--- config.mk ---
export PLATFORM = sky130hd
export DESIGN_NAME = id_ex_stage_reg
export DESIGN_NICKNAME = d
export VERILOG_FILES = /design/src/rtl/id_ex_stage_reg.sv
export SDC_FILE = /design/constraint.sdc
export NUM_CORES = 1
export LEC_CHECK = 0
export ABC_AREA = 1
export CELL_PAD_IN_SITES_DETAIL_PLACEMENT = 0
export CELL_PAD_IN_SITES_GLOBAL_PLACEMENT = 1
export CORE_ASPECT_RATIO = 1.75
export CORE_MARGIN = 8
export CORE_UTILIZATION = 41
export CTS_CLUSTER_SIZE = 10
export DETAILED_ROUTE_END_ITERATION = 12
export HOLD_SLACK_MARGIN = 0.08
export PLACE_DENSITY = 0.91
export SLEW_MARGIN = 20
export SYNTH_ARGS = -nofsm -noshare
export SYNTH_HDL_FRONTEND = slang
export SYNTH_SLANG_ARGS = --single-unit
--- constraint.sdc ---
create_clock -name clk -period 18.5 [get_ports clk]
set_input_delay 3.7 -clock clk [delete_from_list [all_inputs] [get_ports clk]]
set_output_delay 3.7 -clock clk [all_outputs]
set_load 0.01 [all_outputs]
--- src/rtl/id_ex_stage_reg.sv ---
// ---------------------------------------------------------------------------
// id_ex_stage_reg
//   ID/EX pipeline register feeding the execute stage. Holds the decode
//   bundle (controls, PC+4, two register reads, immediate, rs/rt/rd) in a
//   main entry that drives the outputs, backed by a skid entry so that
//   oready is a registered term (no combinational path from iready).
//
// Ports
//   clk, rst                 clock (rising edge), async active-high reset
//   iflush                   synchronous squash of main and skid entries
//   ivalid / oready          decode-side handshake
//   ipc4, iread_1, iread_2,
//   iimm, irs, irt, ird,
//   iSig_*                   decode bundle
//   ovalid / iready          execute-side handshake
//   opc4 ... oSig_*          registered bundle; Branch/MemRead/MemWrite/
//                            RegWrite read 0 whenever ovalid is 0
//
// Configuration
//   ID_EX_LOAD_USE_EN        when defined, adds load-use hazard detection
//                            that withholds oready while a dependent
//                            instruction follows a load.
// ---------------------------------------------------------------------------
module id_ex_stage_reg #(
  parameter int DATA_W = 32,
  parameter int REG_AW = 5
) (
  input  logic              clk,
  input  logic              rst,
  input  logic              iflush,
  input  logic              ivalid,
  output logic              oready,
  input  logic [DATA_W-1:0] ipc4,
  input  logic [DATA_W-1:0] iread_1,
  input  logic [DATA_W-1:0] iread_2,
  input  logic [DATA_W-1:0] iimm,
  input  logic [REG_AW-1:0] irs,
  input  logic [REG_AW-1:0] irt,
  input  logic [REG_AW-1:0] ird,
  input  logic              iSig_RegDst,
  input  logic [1:0]        iSig_ALUOp,
  input  logic              iSig_ALUSrc,
  input  logic              iSig_Branch,
  input  logic              iSig_MemRead,
  input  logic              iSig_MemWrite,
  input  logic              iSig_RegWrite,
  input  logic              iSig_MemtoReg,
  output logic              ovalid,
  input  logic              iready,
  output logic [DATA_W-1:0] opc4,
  output logic [DATA_W-1:0] oread_1,
  output logic [DATA_W-1:0] oread_2,
  output logic [DATA_W-1:0] oimm,
  output logic [REG_AW-1:0] ors,
  output logic [REG_AW-1:0] ort,
  output logic [REG_AW-1:0] ord,
  output logic              oSig_RegDst,
  output logic [1:0]        oSig_ALUOp,
  output logic              oSig_ALUSrc,
  output logic              oSig_Branch,
  output logic              oSig_MemRead,
  output logic              oSig_MemWrite,
  output logic              oSig_RegWrite,
  output logic              oSig_MemtoReg
);

  typedef struct packed {
    logic [DATA_W-1:0] pc4;
    logic [DATA_W-1:0] read_1;
    logic [DATA_W-1:0] read_2;
    logic [DATA_W-1:0] imm;
    logic [REG_AW-1:0] rs;
    logic [REG_AW-1:0] rt;
    logic [REG_AW-1:0] rd;
    logic              regdst;
    logic [1:0]        aluop;
    logic              alusrc;
    logic              branch;
    logic              memread;
    logic              memwrite;
    logic              regwrite;
    logic              memtoreg;
  } bundle_t;

  // Side-effecting controls are cleared in the stored main entry whenever it
  // goes empty, so the gated outputs stay purely registered.
  function automatic bundle_t gate_bubble(input bundle_t b);
    bundle_t g;
    g          = b;
    g.branch   = 1'b0;
    g.memread  = 1'b0;
    g.memwrite = 1'b0;
    g.regwrite = 1'b0;
    return g;
  endfunction

  bundle_t in_b;
  bundle_t main_q, main_n;
  bundle_t skid_q, skid_n;
  logic    main_valid, main_valid_n;
  logic    skid_valid, skid_valid_n;
  logic    in_hs;
  logic    out_hs;

  assign in_b = {ipc4, iread_1, iread_2, iimm, irs, irt, ird,
                 iSig_RegDst, iSig_ALUOp, iSig_ALUSrc, iSig_Branch,
                 iSig_MemRead, iSig_MemWrite, iSig_RegWrite, iSig_MemtoReg};

  assign in_hs  = ivalid & oready;
  assign out_hs = main_valid & iready;

`ifdef ID_EX_LOAD_USE_EN
  logic              lu_valid;
  logic [REG_AW-1:0] lu_rt;
  logic              hazard;
  logic              main_dep;
  logic              lu_dep;

  // A load sitting in EX (main) or in MEM (lu_*) blocks a consumer of its rt;
  // register 0 is never a real dependency.
  assign main_dep = main_valid & main_q.memread & (main_q.rt != {REG_AW{1'b0}})
                    & ((main_q.rt == irs) | (main_q.rt == irt));
  assign lu_dep   = lu_valid & (lu_rt != {REG_AW{1'b0}})
                    & ((lu_rt == irs) | (lu_rt == irt));
  assign hazard   = ivalid & (main_dep | lu_dep);
  assign oready   = ~skid_valid & ~hazard;

  // Track the load that has just left for MEM until the next advance.
  always_ff @(posedge clk or posedge rst) begin
    if (rst) begin
      lu_valid <= 1'b0;
      lu_rt    <= {REG_AW{1'b0}};
    end else if (iflush) begin
      lu_valid <= 1'b0;
    end else if (out_hs & main_q.memread) begin
      lu_valid <= 1'b1;
      lu_rt    <= main_q.rt;
    end else if (iready) begin
      lu_valid <= 1'b0;
    end
  end
`else
  assign oready = ~skid_valid;
`endif

  // Next-state for main/skid entries; skid only fills while main is stalled.
  always_comb begin
    main_n       = main_q;
    skid_n       = skid_q;
    main_valid_n = main_valid;
    skid_valid_n = skid_valid;
    if (iflush) begin
      main_valid_n = 1'b0;
      skid_valid_n = 1'b0;
      main_n       = gate_bubble(main_q);
    end else if (out_hs & skid_valid) begin
      // oready is low while skid is full, so no input can arrive here.
      main_n       = skid_q;
      main_valid_n = 1'b1;
      skid_valid_n = 1'b0;
    end else if (in_hs & (~main_valid | out_hs)) begin
      main_n       = in_b;
      main_valid_n = 1'b1;
    end else if (in_hs) begin
      skid_n       = in_b;
      skid_valid_n = 1'b1;
    end else if (out_hs) begin
      main_valid_n = 1'b0;
      main_n       = gate_bubble(main_q);
    end else begin
      main_n       = main_q;
    end
  end

  // Entry state registers.
  always_ff @(posedge clk or posedge rst) begin
    if (rst) begin
      main_q     <= '0;
      skid_q     <= '0;
      main_valid <= 1'b0;
      skid_valid <= 1'b0;
    end else begin
      main_q     <= main_n;
      skid_q     <= skid_n;
      main_valid <= main_valid_n;
      skid_valid <= skid_valid_n;
    end
  end

  assign ovalid        = main_valid;
  assign opc4          = main_q.pc4;
  assign oread_1       = main_q.read_1;
  assign oread_2       = main_q.read_2;
  assign oimm          = main_q.imm;
  assign ors           = main_q.rs;
  assign ort           = main_q.rt;
  assign ord           = main_q.rd;
  assign oSig_RegDst   = main_q.regdst;
  assign oSig_ALUOp    = main_q.aluop;
  assign oSig_ALUSrc   = main_q.alusrc;
  assign oSig_Branch   = main_q.branch;
  assign oSig_MemRead  = main_q.memread;
  assign oSig_MemWrite = main_q.memwrite;
  assign oSig_RegWrite = main_q.regwrite;
  assign oSig_MemtoReg = main_q.memtoreg;

endmodule

Word level (Yosys, flattened, before mapping)
Cells that the tools add are included.
{"block": "totals", "ff_bits": 306, "latchBits": 0, "ram_bits": 0, "mem_bits_ro": 0, "memories": 0}
{"block": "classes", "add_sub_neg": 0, "mul": 0, "div_mod_pow": 0, "n_lt_le_gt_ge": 0, "eq_ne": 2, "shifts": 0, "n_mux": 14, "bitwise": 10, "n_reduce_logical": 7}
{"operator": "two-way mux 152 bit", "n": 2}
{"operator": "two-way mux 5 bit", "n": 3}
{"operator": "two-way mux 1 bit", "n": 9}
{"operator": "AND reduction 2 bit", "n": 3}
{"operator": "NOT 1 bit", "n": 5}
{"operator": "bitwise AND 1 bit", "n": 4}
{"operator": "!= test 4 x 2 -> 1 bit (second input constant)", "n": 1}
{"operator": "AND reduction 4 bit", "n": 1}
{"operator": "nonzero test 4 bit", "n": 1}
{"operator": "!= test 3 bit (second input constant)", "n": 1}
{"operator": "nonzero test 3 bit", "n": 1}
{"operator": "nonzero test 2 bit", "n": 1}
{"operator": "bitwise OR 1 bit", "n": 1}

Logic depth before layout (Yosys ltp)
{"block": "logic_depth", "ltp_word": 6, "ltp_mapped": 9}

Worst setup path before layout
Ideal clock, no wire load.
{"block": "synth_path", "path_kind": "input -> register", "from": "input iready", "to": "register skid_q[10] in the netlist's numbering", "arrival_time_ps": 4825, "required_ps": 18433, "slack_ps": 13609, "stages": 7, "path_cell_list": "buf_2 > nand3_1 > buf_2 > buf_1 > buf_1 > nand4_1 > nand2_1"}
{"block": "synth_between", "elab_chain_cells": 5, "word_cells_on_any_way": 7, "classes_between": "6 x bitwise; 1 x reduce/logical"}
{"item": "from (decl)", "line": "49", "rtl": "input logic iready,"}
{"item": "bitwise AND 1 bit (*)", "line": "110", "rtl": "assign out_hs = main_valid & iready;"}
{"item": "bitwise OR 1 bit", "line": "161", "rtl": "end else if (in_hs & (~main_valid | out_hs)) begin"}
{"item": "bitwise AND 1 bit", "line": "161"}
{"item": "NOT 1 bit (no source line)"}
{"item": "AND reduction 4 bit (no source line) (*)"}
{"item": "to (signal assigned)", "line": "184", "rtl": "skid_q <= skid_n;"}
{"item": "to (decl)", "line": "99", "rtl": "bundle_t skid_q, skid_n;"}
Mark *: on every way between the ends. The rest lies on a longest branch, timed or not.
A chain may end at the register's enable or synchronous reset.

Worst setup path in the final report
{"block": "layout_path", "from": "input iready", "to": "register main_q (netlist bit opc4[16])"}
{"block": "layout_between", "elab_chain_cells": 5, "word_cells_on_any_way": 7, "classes_between": "1 x mux; 4 x bitwise; 2 x reduce/logical"}
{"item": "bitwise AND 1 bit (*)", "line": "110"}
{"item": "bitwise OR 1 bit", "line": "161"}
{"item": "bitwise AND 1 bit", "line": "161"}
{"item": "nonzero test 2 bit (no source line)"}
{"item": "AND reduction 2 bit (no source line)"}
{"item": "to (signal assigned)", "line": "183", "rtl": "main_q <= main_n;"}
{"item": "to (decl)", "line": "98", "rtl": "bundle_t main_q, main_n;"}
Marks and branches as above.

==> reports/qor.yml <==
run_status:
  status: "finished clean"
routing:
  m1WireLength_um: 20710
  drtPass1Iterations: 5
  via_count: 14500
  wl_met3_um: 3675
  routed-wl-met2_um: 25980
  antenna_left: 0
  drt_iter0_drc: 1304
  wl_per_cell_um: 20.65
  drt-total-wl_um: 52380
  drc_errors: 0
  via_per_inst: 5.717
  highest_layer: "met4"
setup_path:
  reg2reg_depth: 8
  cp_num_buf_inv: 4
  crit_end: "opc4[16]"
  end_kind: "register"
  cpMaxStageDelayCell: "nand2_4"
  cp.required_ns: 18.94
  reg2reg_to: "opc4[16]"
  crit_chain: "buf_6 -> inv_1 -> nand2_4 -> nand2_4 -> buf_4 -> nand2_4 -> nand2_4 -> buf_4 -> nand2_1 -> nand2_1"
  cp-start-kind: "input port"
  cp_max_fo: 91
  arrival_ns: 9.17
  crit_start: "iready"
  path_class: "input port to register"
  crit_family: "simple AND/OR/NAND/NOR gates"
  worstReg2RegStart: "ovalid"
  cp_num_cells: 10
  crit_top_cell: "nand2_4"
  slowest_delay_ns: 1.00
  r2r_slack_ns: 12.14
layout:
  final_area_um2: 18940
  final_nets: 2216
  drive_above_1_share: 0.03395
  n_fill_cell: 3406
  layoutNonFillerInstCount: 2536
  syn_to_final_growth_pct: 27.81
pwr:
  internal_power_mw: 1.403
  seqPwrFrac: 0.450
  switching_share: 0.3191
  p_total_mw: 2.060
  ir_drop_mv: 0.06541
  p_leak_nw: 9.509
  comb_power_share: 0.248
  power_density_nw_per_um2: 108.8
  switching_power_uw: 657.5
  pwr-share-clk: 0.301
timing:
  finalMaxSlewViolations: 0
  fin_crit_sh: 0.4719
  slew-limit-headroom: 0.2249
  fmax_ghz: 0.1146
  max_slew.worst_pin.slew_ns: 1.163
  finalCriticalPeriod_ns: 8.729
  fin_tns_setup_ns: 0
  finClkSkew_ns: 0.01616
  hold_viol: 0
  hold_slack_ns: 0.4683
  setup-violations-final: 0
  rsz0062_at_grt: "no"
placement:
  portBuffers: 310
  dp_hpwl_um: 30970
  detailed_place.area_um2: 17950
  gp_congestion: 0.7758
  placedCellCount: 2490
grt:
  grt_pass1_wl_um: 82870
  grt_use_total: 0.2372
  grt_start_max_net_pins: 101
  antenna_found_initial: 3
  overflow: 0
  grt_pass1_vias: 14400
synthesis:
  syn-instance-count: 1889
  ys_ff_latch: 306
  yosys.area.top_type: "dfrtp_1"
  netlist.area_leader.share: 0.5167
  yosysSeqAreaShare: 0.5167
  syn_nets: 2046
  synth_area_leaders: "dfrtp_1, nand2_1, nand4_1"
  avgSynthCellArea_um2: 7.845
  netlist_area_um2: 14820
  synth_warnings: 0
  yosysUniqueCellTypes: 12
cts:
  root_buffer: "clkbuf_16"
  clk_latency_ns: 0.51
  tritoncts: "done"
  ctsLongestPathBuffers: 3
  numCtsBuffers: 36
  htree_levels: 2
  path_clk_slew_ns: 0.05
  cts_setup_buffers: 0
  cts_resized: 0
  hold_buffers: 0
  clkSinkCount: 306
die:
  num_rows: 92
  die_w_um: 159.7
  initial_core_util: 0.4140
  design.core.area_um2: 35800
  pin_count: 311
  chipHeight_um: 267.5
  dieArea_um2: 42720
worst_hold_path:
  min_path_cells: 2
  hp-class: "register to register"
run:
  drv_cap: 0
==> sequential cells by signal (all words and copies together) (netlist names) <==
register / count
oSig_ALUSrc: 1
skid_q: 152
ovalid: 1
oSig_ALUOp: 2
oimm: 32
oread_2: 32
opc4: 32
oSig_MemtoReg: 1
oSig_Branch: 1
ord: 5
oSig_RegWrite: 1
skid_valid: 1
oread_1: 32
oSig_MemRead: 1
ort: 5
oSig_MemWrite: 1
ors: 5
oSig_RegDst: 1
==> synthesized netlist by cell type, drive strengths merged <==
cell type / count
nand4: 304
nand3: 307
inv: 5
a21oi: 1
nor2: 1
dfrtp: 306
nor3: 1
clkbuf: 116
nand2: 767
buf: 81
==> cell families after synthesis <==
logic type	after synthesis	synth area share
simple gates	1380	0.4278
flops	306	0.5167
buf+inv	202	0.05513
compound gates	1	0.0003374
==> layer usage <==
layer | up-vias | track usage
met3 | 90 | 0.04785
met4 | 0 | 0.09829
met2 | 627 | 0.3893
li1 | 6761 | -
met5 | - | 0
met1 | 7021 | 0.3016
==> stage by stage <==
step / setup slack, ns / util
after floorplan: 6.341 / -
after global placement: 9.283 / 0.5006
after detailed placement: 9.348 / 0.5014
after CTS: 9.865 / 0.5279
after global routing: 9.378 / 0.5290
final: 9.771 / 0.5291
==> placed cells by master (no fill, tap or decap) <==
| cell | instances |
|---|---|
| buf_4 | 14 |
| nand2_4 | 4 |
| nor2_4 | 1 |
| nand4_1 | 304 |
| buf_12 | 1 |
| diode_2 | 4 |
| clkbuf_16 | 37 |
| a21oi_1 | 1 |
| nor3_4 | 1 |
| nand2_1 | 763 |
| clkbuf_1 | 3 |
| buf_6 | 4 |
| inv_8 | 1 |
| clkbuf_8 | 1 |
| dfrtp_4 | 2 |
| nand3_1 | 305 |
| nand3_4 | 2 |
| dfrtp_1 | 304 |
| inv_1 | 3 |
| clkdlybuf4s50_1 | 309 |
| inv_6 | 1 |
| buf_16 | 1 |
==> tightest hold or removal path: stages (launching register included) <==
cell and delay [ns]:
dfrtp_1 0.34, nand2_1 0.05, nand2_1 0.05
==> power by group through the flow <==
stage / combinational [mW] / clock (mW) / sequential [mW]
after floorplan: 0.250 / 0 / 0.934
after global placement: 0.503 / 0 / 0.930
after detailed placement: 0.515 / 0 / 0.934
after CTS: 0.517 / 0.637 / 0.926
after global routing: 0.566 / 0.659 / 0.945
final: 0.512 / 0.621 / 0.928
==> final cells by class <==
class                           instances  area (µm²)  share of cell area
Antenna cell                            4       10.01           0.0005285
Multi-Input combinational cell       1381        6405              0.3382
Clock buffer                           41       950.9             0.05020
Inverter                                5       31.28            0.001651
Tap cell                              470       588.1             0.03105
Timing Repair Buffer                  329        3291              0.1737
Sequential cell                       306        7665              0.4047
==> how the worst min path moves through the flow <==
stage / from / to / slack (ns)
2_1_floorplan: skid_q[100] / skid_q[100] / 0.44
3_3_place_gp: skid_q[112] / skid_q[112] / 0.45
3_5_place_dp: skid_q[116] / skid_q[116] / 0.46
4_1_cts: skid_q[123] / skid_q[123] / 0.47
5_1_grt: skid_q[16] / skid_q[16] / 0.49
6_report: skid_q[113] / skid_q[113] / 0.47
Note: power is estimated with default switching activity, not from simulation.
